[src/rtl/swing_collector_if.sv]
// Stream bundle for the collector: 4-bit triple input side and word-wide output side.
interface swing_collector_if #(
   parameter int NIBBLES = 8
);
   localparam int W = 4 * NIBBLES;

   logic         in_valid;
   logic         in_ready;
   logic [3:0]   in_a;
   logic [3:0]   in_b;
   logic [3:0]   in_and;
   logic         out_valid;
   logic         out_ready;
   logic [W-1:0] out_a;
   logic [W-1:0] out_b;
   logic [W-1:0] out_and;

   modport master (
      output in_valid, in_a, in_b, in_and, out_ready,
      input  in_ready, out_valid, out_a, out_b, out_and
   );

   modport slave (
      input  in_valid, in_a, in_b, in_and, out_ready,
      output in_ready, out_valid, out_a, out_b, out_and
   );
endinterface

[src/rtl/swing_collector.sv]
// Packs NIBBLES accepted (A, B, AND) nibble triples LSB-first into words behind a 2-entry FIFO.
// Define SWING_CHECK_EN to build the sticky AND-consistency checker driving err.
module swing_collector #(
   parameter int NIBBLES = 8
) (
   input  logic             clk,
   input  logic             reset,
   swing_collector_if.slave bus,
   output logic             err,
   input  logic             err_clr
);
   localparam int W  = 4 * NIBBLES;
   localparam int CW = (NIBBLES > 2) ? $clog2(NIBBLES) : 1;
   localparam logic [CW-1:0] LAST = CW'(NIBBLES - 1);

   typedef struct packed {
      logic [W-1:0] a;
      logic [W-1:0] b;
      logic [W-1:0] n;
   } word_t;

   logic [CW-1:0]       cnt_reg;
   logic [3:0]          sh_a_reg   [NIBBLES-1];
   logic [3:0]          sh_b_reg   [NIBBLES-1];
   logic [3:0]          sh_and_reg [NIBBLES-1];
   logic [W-5:0]        sh_a;
   logic [W-5:0]        sh_b;
   logic [W-5:0]        sh_and;

   logic [1:0]          count_reg;
   logic [1:0]          count_next;
   word_t               head_reg;
   word_t               head_next;
   word_t               tail_reg;
   word_t               tail_next;
   word_t               word_in;

   logic                last;
   logic                full;
   logic                accept;
   logic                push;
   logic                pop;

   assign last   = (cnt_reg == LAST);
   assign full   = (count_reg == 2'd2);
   // Only the word-completing nibble can be blocked; partial nibbles always flow.
   assign bus.in_ready  = ~(last & full & ~bus.out_ready);
   assign accept        = bus.in_valid & bus.in_ready;
   assign push          = accept & last;
   assign bus.out_valid = (count_reg != 2'd0);
   assign pop           = bus.out_valid & bus.out_ready;

   assign bus.out_a   = head_reg.a;
   assign bus.out_b   = head_reg.b;
   assign bus.out_and = head_reg.n;

   always_ff @(posedge clk or negedge reset) begin
      if (!reset) begin
         cnt_reg <= '0;
      end else if (accept) begin
         cnt_reg <= last ? '0 : cnt_reg + 1'b1;
      end
   end

   genvar gi;
   generate
      for (gi = 0; gi < NIBBLES - 1; gi++) begin : g_nib
         always_ff @(posedge clk or negedge reset) begin
            if (!reset) begin
               sh_a_reg[gi]   <= '0;
               sh_b_reg[gi]   <= '0;
               sh_and_reg[gi] <= '0;
            end else if (accept && cnt_reg == CW'(gi)) begin
               sh_a_reg[gi]   <= bus.in_a;
               sh_b_reg[gi]   <= bus.in_b;
               sh_and_reg[gi] <= bus.in_and;
            end
         end

         assign sh_a[4*gi +: 4]   = sh_a_reg[gi];
         assign sh_b[4*gi +: 4]   = sh_b_reg[gi];
         assign sh_and[4*gi +: 4] = sh_and_reg[gi];
      end
   endgenerate

   // The last nibble bypasses the shift registers straight into the FIFO.
   assign word_in.a = {bus.in_a, sh_a};
   assign word_in.b = {bus.in_b, sh_b};
   assign word_in.n = {bus.in_and, sh_and};

   always_comb begin
      count_next = count_reg;
      head_next  = head_reg;
      tail_next  = tail_reg;
      case ({push, pop})
         2'b10: begin
            if (count_reg == 2'd0) begin
               head_next = word_in;
            end else begin
               tail_next = word_in;
            end
            count_next = count_reg + 2'd1;
         end
         2'b01: begin
            if (full) begin
               head_next = tail_reg;
            end
            count_next = count_reg - 2'd1;
         end
         2'b11: begin
            if (full) begin
               head_next = tail_reg;
               tail_next = word_in;
            end else begin
               head_next = word_in;
            end
         end
         default: begin
         end
      endcase
   end

   always_ff @(posedge clk or negedge reset) begin
      if (!reset) begin
         count_reg <= '0;
         head_reg  <= '0;
         tail_reg  <= '0;
      end else begin
         count_reg <= count_next;
         head_reg  <= head_next;
         tail_reg  <= tail_next;
      end
   end

`ifdef SWING_CHECK_EN
   logic err_reg;
   logic violation;

   assign violation = accept & (|(bus.in_and & ~(bus.in_a ^ bus.in_b)));

   always_ff @(posedge clk or negedge reset) begin
      if (!reset) begin
         err_reg <= 1'b0;
      end else if (violation) begin
         err_reg <= 1'b1;
      end else if (err_clr) begin
         err_reg <= 1'b0;
      end
   end

   assign err = err_reg;
`else
   // No checker in this build; err_clr has no effect.
   assign err = err_clr & 1'b0;
`endif
endmodule

[src/flat_wrapper.sv]
// flat-port wrapper written by rule: the top's interface ports become plain ports
module swing_collector_flat 
#(
   parameter int NIBBLES = 8
)
  (clk, reset, err, err_clr, bus_in_valid, bus_in_a, bus_in_b, bus_in_and, bus_out_ready, bus_in_ready, bus_out_valid, bus_out_a, bus_out_b, bus_out_and);
  swing_collector_if #(.NIBBLES(NIBBLES)) bus_i ();
  input  logic clk;
  input  logic reset;
  output logic err;
  input  logic err_clr;
  input wire logic [$bits(bus_i.in_valid)-1:0] bus_in_valid;
  input wire logic [$bits(bus_i.in_a)-1:0] bus_in_a;
  input wire logic [$bits(bus_i.in_b)-1:0] bus_in_b;
  input wire logic [$bits(bus_i.in_and)-1:0] bus_in_and;
  input wire logic [$bits(bus_i.out_ready)-1:0] bus_out_ready;
  output wire logic [$bits(bus_i.in_ready)-1:0] bus_in_ready;
  output wire logic [$bits(bus_i.out_valid)-1:0] bus_out_valid;
  output wire logic [$bits(bus_i.out_a)-1:0] bus_out_a;
  output wire logic [$bits(bus_i.out_b)-1:0] bus_out_b;
  output wire logic [$bits(bus_i.out_and)-1:0] bus_out_and;
  assign bus_i.in_valid = bus_in_valid;
  assign bus_i.in_a = bus_in_a;
  assign bus_i.in_b = bus_in_b;
  assign bus_i.in_and = bus_in_and;
  assign bus_i.out_ready = bus_out_ready;
  assign bus_in_ready = bus_i.in_ready;
  assign bus_out_valid = bus_i.out_valid;
  assign bus_out_a = bus_i.out_a;
  assign bus_out_b = bus_i.out_b;
  assign bus_out_and = bus_i.out_and;
  swing_collector #(.NIBBLES(NIBBLES)) u_core (.clk(clk), .reset(reset), .bus(bus_i), .err(err), .err_clr(err_clr));
endmodule
[config.mk]
export PLATFORM = sky130hd
export DESIGN_NAME = swing_collector_flat
export DESIGN_NICKNAME = d
export VERILOG_FILES = /design/src/rtl/swing_collector_if.sv /design/src/rtl/swing_collector.sv /design/src/flat_wrapper.sv
export SDC_FILE = /design/constraint.sdc
export NUM_CORES = 1
export LEC_CHECK = 0
export ABC_CLOCK_PERIOD_IN_PS = 4200
export CORE_MARGIN = 2
export CORE_UTILIZATION = 55
export DETAILED_ROUTE_END_ITERATION = 8
export PLACE_DENSITY = 0.88
export SLEW_MARGIN = 10
export SYNTH_ARGS = -nofsm -noshare
export SYNTH_HDL_FRONTEND = slang
export SYNTH_SLANG_ARGS = --single-unit
[constraint.sdc]
create_clock -name clk -period 4.2 [get_ports clk]
set_input_delay 0.84 -clock clk [delete_from_list [all_inputs] [get_ports clk]]
set_output_delay 0.84 -clock clk [all_outputs]
set_load 0.02 [all_outputs]
==> impl_results.md <==
* Die span in x at 150 microns
* Synth Register Bits at 281
* Clock transition time at the flip-flop clock pins of the worst setup and hold paths at 60 ps
* Vias per std cell at 5.75
* Clock Path Buffers at 3
* Antenna violations before repair at 0
* Simple-gate share of the synthesized area at 0.794%
* Antenna Diode Count at 0
* Count of unresolved DRC violations after routing at 0
* FILL cells at 1,463
* Number of pins exceeding their max-slew limit in the final report at 0
* Final RePlAce weighted congestion at 0.735
* HPWL after detailed placement at 13.5 mm
* 1st-pass router iterations at 4
* Crit-path max FO at 47
* Post-synthesis sequential area ratio at 60.3%
* Path length in cells of the critical path at 11
* Final critical-path share of the clock period at 76.9%
* Fraction of the mapped netlist area in compound gates at 7.68%
* Slew of the pin with the lowest slew margin at 1170 ps
* Relative contribution of sequential cells to total power at 41.8%
* Endpoint required time on the critical path at 4610 ps
* Post-layout instance count excluding filler cells at 1,153
* Std-Cell Rows at 53
* Slowest Stage Delay on Critical Path at 440 ps
* Global Route Usage Sum at 21.2%
* P per Cell Area at 823 mW/mm^2
* Cts hold-fix bufs at 0
* Count of unique library cells instantiated by Yosys at 30
* Top post-synthesis cells by area: sky130_fd_sc_hd__dfrtp_1 (60%), sky130_fd_sc_hd__mux2_2 (18%), sky130_fd_sc_hd__mux2_1 (8.8%)
* Number of DRC violations after detailed-routing iteration 0 at 283
* Internal power of the cells at 7870 uW
* CP endpoint kind: flip-flop
* Max Cap Violations at 0
* Achievable frequency at 0.310 GHz
* Pin count of the biggest net entering global routing at 130
* Source-to-sink clock delay at the later pin of the worst-skew pair at 530 ps
* Die Span Y at 150 microns
* Crit path buffers/inverters at 3
* Most common cell in the netlist: sky130_fd_sc_hd__dfrtp_1
* NetSw at 3620 uW
* Number of vias in the routed layout at 6,634
* Overall overflow remaining after global route at 0
* R2R cell count at 12
* Number of flip-flops under the largest register name at 96
* Synth cell count leaders: sky130_fd_sc_hd__dfrtp_1 (281), sky130_fd_sc_hd__mux2_2 (186), sky130_fd_sc_hd__a22o_1 (96), sky130_fd_sc_hd__mux2_1 (91), sky130_fd_sc_hd__buf_2 (20)
* Share of total power in the clock network at 21.7%
* Launching element type of the critical path: input pin
* Area of the multi-input gates at 0.00431 sq mm
* Num Clock Sinks at 281
* Final Hold Viols at 0
* Deepest level of the CTS H-tree at 1
* Layout area overhead at 19.7%
* RSZ-0062 raised after global routing: false
* Die Footprint at 0.0224 sq mm
* CP cell instances: clkdlybuf4s50_1 > nand4bb_1 > and2_1 > nand2_1 > inv_1 > ha_1 > mux2_1 > o22a_1 > nor2_4 > buf_12 > mux2_2
* Status: finished clean
* Pre-CTS WS at 424 ps
* Setup slack of the most critical reg-to-reg path at 990 ps
* Post-Route WL at 23.0 mm
* Share of power burned in combinational logic at 36.4%
* Top Ports at 116
* Starting utilization of the core area at 55.8%
* Share of flip-flops with an asynchronous set or reset after synthesis at 100%
* Max-slew headroom at 22.2%
* Share of synthesized area spent on multiplexers at 26.8%
* Main combinational cell family by area after synthesis: multiplexers
* Mean instance size in the synthesized netlist at 15.5 sq um
* Adder-cell share of the synthesized area at 1.18%
* Number of warnings issued by yosys at 0
* Worst path top cell family by delay: buffers and inverters
* Max VDD drop at 0.000435 V
* Cells after Synth at 752
* Predominant post-synthesis flop cell: sky130_fd_sc_hd__dfrtp_1
* Synth Net Count at 780
* Worst Skew at 11.5 ps
* CP max stage cell: sky130_fd_sc_hd__clkdlybuf4s50_1
* Total of buffers placed on input and output ports at 113
* Average wire length per cell after detail routing at 20.0 microns
* Setup TNS at 0 ps
* Static leakage power at 0.00623 uW
* CTS buffer count at 28
* Total of cells resized after clock tree synthesis at 0
* Core area at 0.0209 sq mm
* Category of the most critical setup path: in2reg
* Antenna viol nets, final at 0
* Minimum clock period at 3230 ps
* Layout cell share with drive strength beyond 1 at 28.6%
* FF+latch area at 0.00703 sq mm
* Global-route wire length before repair at 37.4 mm
* Count of endpoints failing setup in the final report at 0
* Mapped cell area at 0.0117 sq mm
* Net count reported at finish at 887
* Number of buffers inserted by post-CTS setup repair at 0
* Share of Yosys cell area claimed by the top area cell type at 60.3%
* Vias in the first global route at 6,864
* Post-Synth XOR/XNOR Area at 0.225%
* Final Worst Setup Slack at 971 ps
* Count of flip-flops with a built-in enable after synthesis at 0
* Leading area contributor after synthesis: sky130_fd_sc_hd__dfrtp_1
* Clock tree from TritonCTS: done
* Worst path arrival time at 3640 ps
* Number of instances in the placed design at 1,104
* Sw Share at 31.5%
* Cell at the root of the clock tree: sky130_fd_sc_hd__clkbuf_16
* Class of the worst hold path: in2async
metal layers:
layer	share of wire, %	GRT usage (%)	up-vias
li1	-	-	2969
met3	4.4	3.14	37
met1	44	29.4	3498
met4	2.0	5.86	0
met2	50	35.2	130
met5	0	0	-
final timing paths:
| path | endpoint | startpoint |
|---|---|---|
| setup / recovery | u_core.bus.out_and[10]$_DFFE_PN0P_ | bus_out_ready |
| hold / removal | u_core.bus.out_and[28]$_DFFE_PN0P_ | reset |
| setup reg to reg | u_core.bus.out_and[10]$_DFFE_PN0P_ | u_core.cnt_reg[1]$_DFFE_PN0P_ |
| hold reg to reg | u_core.tail_reg[28]$_DFFE_PN0P_ | u_core.tail_reg[28]$_DFFE_PN0P_ |
| max in group asynchronous | u_core.cnt_reg[0]$_DFFE_PN0P_ | reset |
| min in group clk | u_core.tail_reg[28]$_DFFE_PN0P_ | u_core.tail_reg[28]$_DFFE_PN0P_ |
final cells by class:
type                            count  share of cell area [%]
Timing Repair Buffer              129                    9.45
Multi-Input combinational cell    413                    30.9
Sequential cell                   281                    50.4
Tap cell                          275                    2.47
Clock buffer                       38                    5.66
Clock inverter                     11                   0.986
Inverter                            6                   0.161
cells by family (layout without fill, tap and decap cells):
kind of cell,Yosys count,after routing
flops,281,281
mux,278,278
compound gates,103,103
buf+inv,58,184
simple gates,17,17
fa+ha+maj,11,11
xor+xnor,3,3
other cells,1,1
per-stage QoR:
step,util [%],cell area (sq um),total power [uW],hold WS [ps]
6_report,66.8,14000,11500,411
5_1_grt,66.8,14000,12100,504
4_1_cts,66.8,14000,11600,470
3_5_place_dp,62.4,13000,9030,476
3_3_place_gp,62.4,13000,8840,468
2_1_floorplan,-,11700,7510,459
power groups by stage:
stage	clock network, uW	logic [uW]	registers (uW)
floorplan	0	2420	5090
global placement	0	4080	4760
detailed placement	0	4210	4830
CTS	2550	4240	4810
global route	2660	4510	4960
finish	2500	4180	4810
layout by cell type, fill, tap and decap left out, types with 2 or more instances in the layout:
| master | instances |
|---|---|
| sky130_fd_sc_hd__xnor2_1 | 2 |
| sky130_fd_sc_hd__clkbuf_1 | 6 |
| sky130_fd_sc_hd__mux2_1 | 91 |
| sky130_fd_sc_hd__ha_1 | 11 |
| sky130_fd_sc_hd__bufinv_16 | 3 |
| sky130_fd_sc_hd__dfrtp_1 | 281 |
| sky130_fd_sc_hd__inv_1 | 6 |
| sky130_fd_sc_hd__nand2_1 | 4 |
| sky130_fd_sc_hd__clkbuf_8 | 3 |
| sky130_fd_sc_hd__nand3_1 | 6 |
| sky130_fd_sc_hd__a22o_1 | 96 |
| sky130_fd_sc_hd__clkinv_2 | 6 |
| sky130_fd_sc_hd__clkbuf_16 | 29 |
| sky130_fd_sc_hd__buf_4 | 11 |
| sky130_fd_sc_hd__clkdlybuf4s50_1 | 112 |
| sky130_fd_sc_hd__buf_12 | 5 |
| sky130_fd_sc_hd__mux2_2 | 186 |
worst reg2reg max path, cell delays in order, from the launching register on:
cell and delay, ps:
sky130_fd_sc_hd__dfrtp_1 370, sky130_fd_sc_hd__ha_1 190, sky130_fd_sc_hd__ha_1 240, sky130_fd_sc_hd__nand4bb_1 140, sky130_fd_sc_hd__and2_1 200, sky130_fd_sc_hd__nand2_1 120, sky130_fd_sc_hd__inv_1 90, sky130_fd_sc_hd__ha_1 220
sky130_fd_sc_hd__mux2_1 300, sky130_fd_sc_hd__o22a_1 210, sky130_fd_sc_hd__nor2_4 260, sky130_fd_sc_hd__buf_12 300, sky130_fd_sc_hd__mux2_2 430
(Power assumes the default switching activity.)
